## config.mk

```make
export PLATFORM = sky130hd
export DESIGN_NAME = puf_key_collector
export DESIGN_NICKNAME = d
export VERILOG_FILES = /design/src/rtl/puf_key_collector.sv
export SDC_FILE = /design/constraint.sdc
export NUM_CORES = 1
export LEC_CHECK = 0
export BUFFER_PORTS_ARGS = -buffer_cell sky130_fd_sc_hd__buf_2
export CORE_MARGIN = 10
export CORE_UTILIZATION = 55
export DETAILED_ROUTE_END_ITERATION = 12
export PLACE_DENSITY = 0.83
export SLEW_MARGIN = 30
export SYNTH_ARGS = -nofsm -noshare
export SYNTH_HDL_FRONTEND = slang
export SYNTH_SLANG_ARGS = --single-unit
```

## constraint.sdc

```tcl
create_clock -name clk -period 4.9 [get_ports clk]
set_clock_uncertainty 0.05 [all_clocks]
set_input_delay 0.98 -clock clk [delete_from_list [all_inputs] [get_ports clk]]
set_output_delay 0.98 -clock clk [all_outputs]
set_load 0.02 [all_outputs]
```

## src/rtl/puf_key_collector.sv

```systemverilog
// puf_key_collector: drives an arbiter PUF through clear/launch/settle/sample
// cycles, walks a 16-bit LFSR challenge sequence, and shifts the resolved
// response bits into a KEY_BITS-wide key.
// Optional feature: define PUF_MAJORITY_VOTE_EN to resolve each key bit by
// majority over VOTES evaluations. The default build uses one evaluation per
// bit, and VOTES then only sizes the counters.
//
// state  | meaning
// IDLE   | waiting for start, arbiter held in reset
// CLEAR  | arbiter capture flop cleared for CLR_CYC cycles
// LAUNCH | race edge launched into both paths (1 cycle)
// SETTLE | race resolving, SETTLE_CYC cycles
// SAMPLE | synchronized response counted as one vote
// NEXT   | bit resolved, shifted into key, LFSR advanced
// DONE   | key complete and held until the next start
module puf_key_collector #(
  parameter int          KEY_BITS   = 128,
  parameter int          VOTES      = 5,
  parameter int          CLR_CYC    = 2,
  parameter int          SETTLE_CYC = 8,
  parameter logic [15:0] SEED       = 16'hACE1
) (
  input  logic                clk,
  input  logic                reset,
  input  logic                start,
  input  logic                puf_out,
  output logic                puf_in,
  output logic                puf_reset,
  output logic [15:0]         challenge,
  output logic [KEY_BITS-1:0] key,
  output logic                key_valid,
  output logic                busy
);

`ifdef PUF_MAJORITY_VOTE_EN
  localparam int VE = VOTES;
`else
  localparam int VE = 1;
`endif
  localparam int TMAX = (CLR_CYC > SETTLE_CYC) ? CLR_CYC : SETTLE_CYC;
  localparam int TW   = $clog2(TMAX) + 1;
  localparam int VW   = $clog2(VOTES + 1) + 1;
  localparam int BW   = $clog2(KEY_BITS) + 1;

  typedef enum logic [2:0] {
    IDLE, CLEAR, LAUNCH, SETTLE, SAMPLE, NEXT, DONE
  } state_t;

  state_t              state_q, state_d;
  logic [TW-1:0]       timer_q, timer_d;
  logic [VW-1:0]       votes_q, votes_d;
  logic [VW-1:0]       ones_q, ones_d;
  logic [BW-1:0]       bits_q, bits_d;
  logic [KEY_BITS-1:0] key_q, key_d;
  logic [15:0]         chal_q, chal_d;
  logic                kv_q, kv_d;
  logic                busy_q, busy_d;
  logic                pin_q, pin_d;
  logic                prst_q, prst_d;
  logic [1:0]          sync_q;
  logic                bit_res;
  logic                lfsr_fb;

  assign lfsr_fb = chal_q[15] ^ chal_q[13] ^ chal_q[12] ^ chal_q[10];
  assign bit_res = (ones_q > VW'(VE / 2));

  // Next-state logic; outputs are derived from the next state so they register
  // in lock-step with the state they belong to.
  always_comb begin
    state_d = state_q;
    timer_d = timer_q;
    votes_d = votes_q;
    ones_d  = ones_q;
    bits_d  = bits_q;
    key_d   = key_q;
    chal_d  = chal_q;
    kv_d    = kv_q;
    case (state_q)
      IDLE, DONE: begin
        if (start) begin
          state_d = CLEAR;
          timer_d = TW'(CLR_CYC - 1);
          votes_d = '0;
          ones_d  = '0;
          bits_d  = '0;
          key_d   = '0;
          kv_d    = 1'b0;
          chal_d  = SEED;
        end
      end
      CLEAR: begin
        if (timer_q == '0) state_d = LAUNCH;
        else               timer_d = timer_q - 1'b1;
      end
      LAUNCH: begin
        state_d = SETTLE;
        timer_d = TW'(SETTLE_CYC - 1);
      end
      SETTLE: begin
        if (timer_q == '0) state_d = SAMPLE;
        else               timer_d = timer_q - 1'b1;
      end
      SAMPLE: begin
        ones_d  = ones_q + VW'(sync_q[1]);
        votes_d = votes_q + 1'b1;
        if (votes_q == VW'(VE - 1)) begin
          state_d = NEXT;
        end else begin
          state_d = CLEAR;
          timer_d = TW'(CLR_CYC - 1);
        end
      end
      NEXT: begin
        key_d   = {key_q[KEY_BITS-2:0], bit_res};
        ones_d  = '0;
        votes_d = '0;
        chal_d  = {chal_q[14:0], lfsr_fb};
        bits_d  = bits_q + 1'b1;
        if (bits_q == BW'(KEY_BITS - 1)) begin
          state_d = DONE;
          kv_d    = 1'b1;
        end else begin
          state_d = CLEAR;
          timer_d = TW'(CLR_CYC - 1);
        end
      end
      default: state_d = IDLE;
    endcase
    busy_d = !(state_d inside {IDLE, DONE});
    pin_d  = (state_d inside {LAUNCH, SETTLE, SAMPLE});
    prst_d = (state_d inside {IDLE, CLEAR, NEXT, DONE});
  end

  // State, datapath and output registers with synchronous reset.
  always_ff @(posedge clk) begin
    if (reset) begin
      state_q <= IDLE;
      timer_q <= '0;
      votes_q <= '0;
      ones_q  <= '0;
      bits_q  <= '0;
      key_q   <= '0;
      chal_q  <= SEED;
      kv_q    <= 1'b0;
      busy_q  <= 1'b0;
      pin_q   <= 1'b0;
      prst_q  <= 1'b1;
    end else begin
      state_q <= state_d;
      timer_q <= timer_d;
      votes_q <= votes_d;
      ones_q  <= ones_d;
      bits_q  <= bits_d;
      key_q   <= key_d;
      chal_q  <= chal_d;
      kv_q    <= kv_d;
      busy_q  <= busy_d;
      pin_q   <= pin_d;
      prst_q  <= prst_d;
    end
  end

  // Free-running two-flop synchronizer for the asynchronous arbiter response.
  always_ff @(posedge clk) begin
    if (reset) sync_q <= 2'b00;
    else       sync_q <= {sync_q[0], puf_out};
  end

  assign puf_in    = pin_q;
  assign puf_reset = prst_q;
  assign challenge = chal_q;
  assign key       = key_q;
  assign key_valid = kv_q;
  assign busy      = busy_q;

endmodule

```

==> flow_summary.toml, run 1 <==
[logic_synthesis]
yosys_warnings = 0
synth_edf_count = 0
synth_xor_area_frac = 0.0200
ys_seq_area_frac = 0.565
ys_types = 41
syn_area_um2 = 6130
synthesis.nets = 662
ys_ff_latch = 173
netlist_instances = 651
synth_mux_area_frac = 0
synth_compound_area_frac = 0.207
synthAdderAreaFrac = 0.0143
synth_top_flop_cell = "dfxtp_1"
avgSynthCellArea_um2 = 9.42
synth_top_family_by_area = "compound AO/OA/AOI/OAI gates"
synth-simple-area-share = 0.154
async_flop_share = 0

[sta]
min_period_ns = 2.57
finalCritPeriodShare = 0.525
timing.final.max_slew_violations = 0
fin_setup_tns_ns = 0
hold_ws_ns = 0.391
rsz0062_at_grt = "false"
max_freq_mhz = 389
setup_viol = 0
worstMarginPinSlew_ns = 0.903
relSlewSlack = 0.389
hold_viol = 0

[detailed_routing]
drtPass1Iterations = 5
antenna_left = 0
post_drt_wl_per_cell_um = 16.7
drtIter0Drc = 437
route.detailed.drc = 0
via_per_inst = 5.68
wirelength_um = 15400
vias = 5244

[power]
p_leak_nw = 3.20
power.total_mw = 3.31
ir_drop_mv = 0.263
p_per_area_nw_per_um2 = 442

[global_routing]
gr-total-overflow = 0
grt_pass1_wl_um = 24700
grt_pass1_vias = 4936
grt_max_degree = 110
antenna_found_initial = 0
grtUsageTotal = 0.184

[clock_tree]
clock_latency_ns = 0.53
post_cts_resized = 0
clk_pin_slew_worst_paths_ns = 0.06
htreeDepth = 4
clk_path_buf_depth = 2
clkSinkCount = 173
cts_inserted_buffers = 17
ctsHoldBuffers = 0
post_cts_buffers = 0
cts_tree = "done"
cts_root_buffer = "clkbuf_8"

[floorplanning]
die_w_um = 126
core-area_um2 = 10900
std_cell_rows = 38
pin_count = 152
die_h_um = 126
die-area_um2 = 15800
start_util = 0.563

[placement]
place_area_um2 = 6910
detailedPlacementHpwl_um = 10000
portBuffers = 151
gp_congestion = 0.811

[worst_setup_path]
critPathArrivalTime_ns = 2.97
start_kind = "flop"
cp_max_fo = 69
critical_path_required_ns = 5.30
crit_type = "reg -> reg"
rrSetupSlack_ns = 2.33
crit_path_end_kind = "flop"

[min_path]
hold_path.class = "reg -> reg"

[final_layout]
n_fill_cell = 832
register_area_um2 = 3460
area_growth_pct = 22.0
utilization = 0.687
drive_above_1_share = 0.240
diodes = 0
final_area_um2 = 7480
nets = 781
multiInputGateArea_um2 = 2440

[flow_run]
maxCapViolations = 0

[status]
status = "finished clean"
-- metrics by stage --
step | worst slack (ns) | cells
floorplan | 2.60 | 651
global placement | 2.15 | 891
detailed placement | 2.07 | 891
CTS | 2.35 | 923
global route | 2.15 | 923
finish | 2.33 | 923
-- kinds of logic after synthesis --
logic type,count (synthesis)
DFF,173
AOI/OAI and AO/OA,172
adders and majority gates,7
and+or+nand+nor,223
buffers and inverters,62
xor gates and xnor gates,14
-- layout make-up --
cell class	count	area share
Tap cell	140	0.0234
Multi-Input combinational cell	416	0.326
Sequential cell	173	0.463
Clock inverter	7	0.0151
Inverter	5	0.00251
Clock buffer	25	0.0607
Timing Repair Buffer	157	0.109
-- flip-flops by register name (all words and copies together) (netlist names) --
register	cells
bits_q	8
puf_in	1
challenge	16
ones_q	4
puf_reset	1
busy	1
state_q	3
key	128
timer_q	4
votes_q	4
key_valid	1
sync_q	2
-- per-layer routing --
| metal | share of wire | global-route usage | vias to the layer above |
|---|---|---|---|
| li1 | - | - | 2529 |
| met1 | 0.41 | 0.212 | 2533 |
| met2 | 0.50 | 0.303 | 165 |
| met3 | 0.077 | 0.0769 | 17 |
| met4 | 0.012 | 0.0610 | 0 |
| met5 | 0 | 0 | - |
-- placed cells by master (no fill, tap or decap), types with 5 or more instances in the layout --
cell / Yosys / layout
xor2_1: 9 / 9
inv_1: 5 / 5
o21ai_0: 7 / 6
clkbuf_1: 54 / 7
nand3_1: 12 / 12
ha_1: 7 / 7
buf_4: 0 / 6
dfxtp_1: 173 / 173
nand2_1: 26 / 26
buf_2: 2 / 150
nand2b_1: 6 / 6
a22oi_1: 136 / 136
nor3_1: 7 / 7
nor2_1: 154 / 153
xnor2_1: 5 / 5
a21oi_1: 13 / 13
clkbuf_16: 0 / 16
-- synth_stat cells (2+ instances only) --
cell         n  area share
a211o_1      2      0.0029
a21oi_1     13       0.011
a22oi_1    136        0.17
a31oi_1      2      0.0020
buf_2        2      0.0016
clkbuf_1    54       0.033
dfxtp_1    173        0.56
ha_1         7       0.014
inv_1        5      0.0031
nand2_1     26       0.016
nand2b_1     6      0.0061
nand3_1     12      0.0098
nand4_1      3      0.0031
nor2_1     154       0.094
nor2b_1      3      0.0031
nor3_1       7      0.0057
o2111ai_1    2      0.0029
o21a_1       2      0.0024
o21ai_0      7      0.0057
or3_1        2      0.0020
xnor2_1      5      0.0071
xor2_1       9       0.013
-- worst max-delay path, stage by stage (launching register included) --
cell and delay (ns):
dfxtp_1 0.64, xor2_1 0.30, o21a_4 0.65, buf_4 0.55, a22oi_1 0.13, nor2_1 0.14
-- final timing paths --
kind / from / end / cells after the start
hold reg to reg: sync_q[0] / sync_q[1] / 1
hold / removal: sync_q[0] / sync_q[1] / 1
setup reg to reg: state_q[2] / key[103] / 5
setup / recovery: state_q[2] / key[103] / 5
-- power by group --
part	total, mW	leakage, nW	internal [mW]	switching, mW
registers	1.50	1.40	1.45	0.0539
logic	0.500	1.52	0.149	0.350
clock network	1.30	0.274	0.789	0.514
total	3.31	3.20	2.39	0.919
Power figures use the tool's default switching activity.
==> inputs of run 2 (changes only) <==
--- a/config.mk
+++ b/config.mk
@@ -7,9 +7,9 @@
 export LEC_CHECK = 0
 export BUFFER_PORTS_ARGS = -buffer_cell sky130_fd_sc_hd__buf_2
 export CORE_MARGIN = 10
-export CORE_UTILIZATION = 55
+export CORE_UTILIZATION = 47
 export DETAILED_ROUTE_END_ITERATION = 12
-export PLACE_DENSITY = 0.83
+export PLACE_DENSITY = 0.76
 export SLEW_MARGIN = 30
 export SYNTH_ARGS = -nofsm -noshare
 export SYNTH_HDL_FRONTEND = slang
==> constraint.sdc (replaced) <==
create_clock -name clk -period 2.3 [get_ports clk]
set_clock_uncertainty 0.05 [all_clocks]
set_input_delay 0.46 -clock clk [delete_from_list [all_inputs] [get_ports clk]]
set_output_delay 0.46 -clock clk [all_outputs]
set_load 0.02 [all_outputs]
==> flow_summary.toml, run 2 (synthesized netlist as in run 1, its figures left out) <==
[status]
status = "finished clean"

[final_layout]
final_area_um2 = 7610
final_common_cell = "dfxtp_1"
nets = 789
largest_register_ffs = 128
drive_above_1_share = 0.253
stdcell_count = 962
diodes = 0
final_cell_mix = "173 x dfxtp_1, 153 x nor2_1, 150 x buf_2, 136 x a22oi_1, 26 x nand2_1"
area_growth_pct = 24.2

[power]
p_leak_nw = 3.25
p_clk_frac = 0.368
p_per_area_nw_per_um2 = 925
combPwrFrac = 0.182
power.total_mw = 7.04
p_sw_mw = 2.04
internal-power_mw = 5.00
ir_drop_mv = 0.491
pwr-share-seq = 0.450
switching_share = 0.289

[clock_tree]
clkSinkCount = 173
cts_tree = "done"
clk_path_buf_depth = 2
post_cts_buffers = 0
ctsHoldBuffers = 0
cts_inserted_buffers = 17
clock_latency_ns = 0.42
cts_root_buffer = "clkbuf_16"
post_cts_resized = 0
htreeDepth = 4
clk_pin_slew_worst_paths_ns = 0.06

[flow_run]
maxCapViolations = 0

[worst_setup_path]
crit_family = "compound AO/OA/AOI/OAI gates"
crit_path_end_kind = "flop"
critPathArrivalTime_ns = 2.50
path_cells = "ha_1 -> nand2_1 -> or4_4 -> a2111oi_4 -> o21ai_0 -> a31oi_1"
critical_path_required_ns = 2.58
crit_type = "reg -> reg"
path_buf_inv = 0
cp_max_fo = 7
critPathSlowestCell = "a2111oi_4"
cpPeakStageDelay_ns = 0.49
worst_r2r_endpoint = "timer_q[3]"
r2r-start = "bits_q[0]"
rrSetupSlack_ns = 0.07
reg2reg_depth = 6
start_kind = "flop"

[detailed_routing]
wirelength_um = 15800
met2_length_um = 7880
route.detailed.drc = 0
top_layer = "met4"
drtPass1Iterations = 5
drtIter0Drc = 428
met1Wirelength_um = 6560
via_per_inst = 5.49
post_drt_wl_per_cell_um = 16.5
antenna_left = 0
vias = 5282
route.met3.wl_um = 947

[sta]
timing.final.max_slew_violations = 0
fin_setup_tns_ns = 0
worstMarginPinSlew_ns = 0.668
min_period_ns = 2.23
max_freq_mhz = 449
relSlewSlack = 0.555
rsz0062_at_grt = "false"
finalCritPeriodShare = 0.969
setup_viol = 0
worst_slack_ns = 0.0718
hold_viol = 0

[min_path]
worstHoldStart = "puf_out"
whs_endpoint = "sync_q[0]"
hold_path.class = "in -> reg"
min_path_cells = 2

[global_routing]
grt_pass1_vias = 4948
grt_pass1_wl_um = 25500
grtUsageTotal = 0.170
grt_max_degree = 115
antenna_found_initial = 0
gr-total-overflow = 0

[floorplanning]
core-area_um2 = 12700
start_util = 0.482
std_cell_rows = 41
die-area_um2 = 18000
die_h_um = 134
die_w_um = 134
pin_count = 152

[placement]
placedCellCount = 931
detailedPlacementHpwl_um = 10900
gp_congestion = 0.809
pre_cts_ws_ns = 0.106
portBuffers = 151
place_area_um2 = 7080
-- run 2: cell count changes in the layout (fill, tap and decap cells not counted), moves of 2 or more --
| cell | previous run | this run |
|---|---|---|
| clkinvlp_4 | 1 | 3 |
| buf_12 | 1 | 6 |
| clkbuf_1 | 7 | 2 |
| clkinv_4 | 0 | 2 |
| buf_4 | 6 | 9 |
| bufinv_16 | 3 | 0 |
-- run 2: how the worst max path moves through the flow --
stage	start	end	slack [ns]	cells after the start
3_3_place_gp	bits_q[0]	timer_q[1]	0.29	6
4_1_cts	bits_q[0]	timer_q[3]	0.07	6
3_5_place_dp	bits_q[0]	timer_q[3]	0.11	6
5_1_grt	state_q[2]	timer_q[3]	0.01	6
6_report	bits_q[0]	timer_q[3]	0.07	6
2_1_floorplan	state_q[1]	timer_q[0]	0.34	6
-- run 2: stage by stage --
| stage | hold slack, ns | util |
|---|---|---|
| global route | 0.255 | 0.598 |
| global placement | 0.385 | 0.556 |
| finish | 0.243 | 0.598 |
| detailed placement | 0.385 | 0.556 |
| floorplan | 0.364 | - |
| CTS | 0.230 | 0.598 |
-- run 2: power by group through the flow --
| stage | Sequential (mW) | Clock [mW] | Combinational [mW] |
|---|---|---|---|
| after global placement | 3.22 | 0 | 1.23 |
| after detailed placement | 3.23 | 0 | 1.27 |
| after CTS | 3.16 | 2.64 | 1.27 |
| after global routing | 3.18 | 2.78 | 1.39 |
| final | 3.17 | 2.59 | 1.28 |
| after floorplan | 3.28 | 0 | 0.824 |
-- run 2: worst reg2reg max path, delay by kind of cell (launching register included) --
family,cells,cell delay [ns]
compound gates,3,0.94
simple gates,2,0.52
flops,1,0.39
fa+ha+maj,1,0.24
-- run 2: final cells by class --
cell class	count	area, um2
clock inverter	9	63.8
tap	172	215
inverter	5	18.8
timing repair buffer	165	938
fill	1127	5110
clock buffer	22	474
sequential	173	3460
multi-input combinational	416	2440
-- run 2: metal layers --
layer  track usage  vias to the layer above
met4        0.0828                        0
met5             0                        -
met2         0.281                      154
met1         0.190                     2541
met3        0.0601                       36
li1              -                     2551
==> inputs of run 3 (changes only) <==
--- a/config.mk
+++ b/config.mk
@@ -8,8 +8,10 @@
 export BUFFER_PORTS_ARGS = -buffer_cell sky130_fd_sc_hd__buf_2
 export CORE_MARGIN = 10
 export CORE_UTILIZATION = 47
+export CTS_BUF_LIST = sky130_fd_sc_hd__clkbuf_4 sky130_fd_sc_hd__clkbuf_8 sky130_fd_sc_hd__clkbuf_16
 export DETAILED_ROUTE_END_ITERATION = 12
 export PLACE_DENSITY = 0.76
+export REMOVE_ABC_BUFFERS = 1
 export SLEW_MARGIN = 30
 export SYNTH_ARGS = -nofsm -noshare
 export SYNTH_HDL_FRONTEND = slang
==> flow_summary.toml, run 3 (synthesized netlist as in run 1, its figures left out) <==
[status]
status = "finished clean"

[worst_setup_path]
cpPeakStageDelay_ns = 0.59
critPathSlowestCell = "o21a_4"
reg2reg_depth = 6
crit_type = "reg -> reg"
critical_path_required_ns = 2.61
cp_common_cell = "buf_4"
r2r-start = "state_q[0]"
worst_r2r_endpoint = "key[78]"
start_kind = "flop"
cp_max_fo = 56
critPathArrivalTime_ns = 2.41
crit_path_end_kind = "flop"
path_cells = "buf_4 -> nand2b_1 -> o21a_4 -> buf_4 -> a22oi_1 -> nor2_1"
rrSetupSlack_ns = 0.20

[final_layout]
final_cell_mix = "173 x dfxtp_1, 153 x nor2_1, 150 x buf_2, 136 x a22oi_1, 26 x nand2_1"
largest_register_ffs = 128
drive_above_1_share = 0.259
nets = 791
diodes = 0
stdcell_count = 965
final_common_cell = "dfxtp_1"
area_growth_pct = 24.9

[sta]
setup_viol = 0
worstMarginPinSlew_ns = 0.662
worst_slack_ns = 0.195
hold_viol = 0
min_period_ns = 2.10
relSlewSlack = 0.559
timing.final.max_slew_violations = 0
rsz0062_at_grt = "false"
fin_setup_tns_ns = 0
max_freq_mhz = 475
finalCritPeriodShare = 0.915

[global_routing]
gr-total-overflow = 0
grt_pass1_wl_um = 25200
grt_max_degree = 71
grtUsageTotal = 0.168
antenna_found_initial = 0
grt_pass1_vias = 5054

[detailed_routing]
drtIter0Drc = 378
antenna_left = 0
met2_length_um = 7470
post_drt_wl_per_cell_um = 16.1
wirelength_um = 15500
via_per_inst = 5.47
vias = 5280
top_layer = "met4"
route.met3.wl_um = 1310
route.detailed.drc = 0
met1Wirelength_um = 6510
drtPass1Iterations = 5

[min_path]
hold_path.class = "in -> reg"
whs_endpoint = "sync_q[0]"
worstHoldStart = "puf_out"
min_path_cells = 2

[placement]
placedCellCount = 933
pre_cts_ws_ns = 0.201
portBuffers = 151
gp_congestion = 0.824
detailedPlacementHpwl_um = 10500

[power]
p_leak_nw = 3.27
switching_share = 0.285
pwr-share-seq = 0.440
internal-power_mw = 5.16
ir_drop_mv = 0.478
p_sw_mw = 2.06
p_clk_frac = 0.391
power.total_mw = 7.22
p_per_area_nw_per_um2 = 943
combPwrFrac = 0.169

[clock_tree]
cts_tree = "done"
clock_latency_ns = 0.42
clkSinkCount = 173
clk_pin_slew_worst_paths_ns = 0.06
htreeDepth = 4
cts_inserted_buffers = 17
ctsHoldBuffers = 0
post_cts_resized = 0
post_cts_buffers = 0
clk_path_buf_depth = 2
cts_root_buffer = "clkbuf_16"

[floorplanning]
core-area_um2 = 12700
die-area_um2 = 18000
die_w_um = 134
pin_count = 152
start_util = 0.482
std_cell_rows = 41
die_h_um = 134

[flow_run]
maxCapViolations = 0
## run 3: worst max path at each step
stage                             to  slack (ns)       start  cells past startpoint
after detailed placement     key[78]        0.20  state_q[0]                      6
after global routing         key[83]       0.004  state_q[0]                      6
after floorplan               key[0]       -3.31  state_q[2]                      4
after global placement    timer_q[1]        0.29   bits_q[0]                      6
final                        key[78]        0.20  state_q[0]                      6
after CTS                    key[18]        0.19  state_q[0]                      6
## run 3: worst max-delay path, delay by kind of cell, from the launching register on
kind,cells,cell delay (ns)
compound gates,2,0.70
simple gates,2,0.32
buf+inv,2,0.56
flops,1,0.39
## run 3: final cells by class
type / instances / area [um2]
Clock buffer: 19 / 453
Clock inverter: 13 / 140
Fill cell: 1138 / 5060
Inverter: 5 / 18.8
Multi-Input combinational cell: 416 / 2440
Sequential cell: 173 / 3460
Tap cell: 172 / 215
Timing Repair Buffer: 167 / 928
## run 3: layer usage
metal,vias up,global-route usage
met5,-,0
met4,0,0.0623
met3,19,0.0698
met2,169,0.271
met1,2532,0.194
li1,2560,-
## run 3: power by group through the flow
stage	combinational (mW)	sequential, mW	clock, mW
after floorplan	0.677	3.30	0
after global placement	1.16	3.23	0
after detailed placement	1.22	3.24	0
after CTS	1.22	3.17	2.88
after global routing	1.35	3.18	3.03
final	1.22	3.18	2.82
## run 3: metrics by stage
step	cell area [um2]	hold slack, ns	utilization
6_report	7660	0.222	0.602
3_5_place_dp	7070	0.381	0.555
2_1_floorplan	5910	0.364	-
3_3_place_gp	7070	0.386	0.555
5_1_grt	7660	0.217	0.602
4_1_cts	7660	0.199	0.602
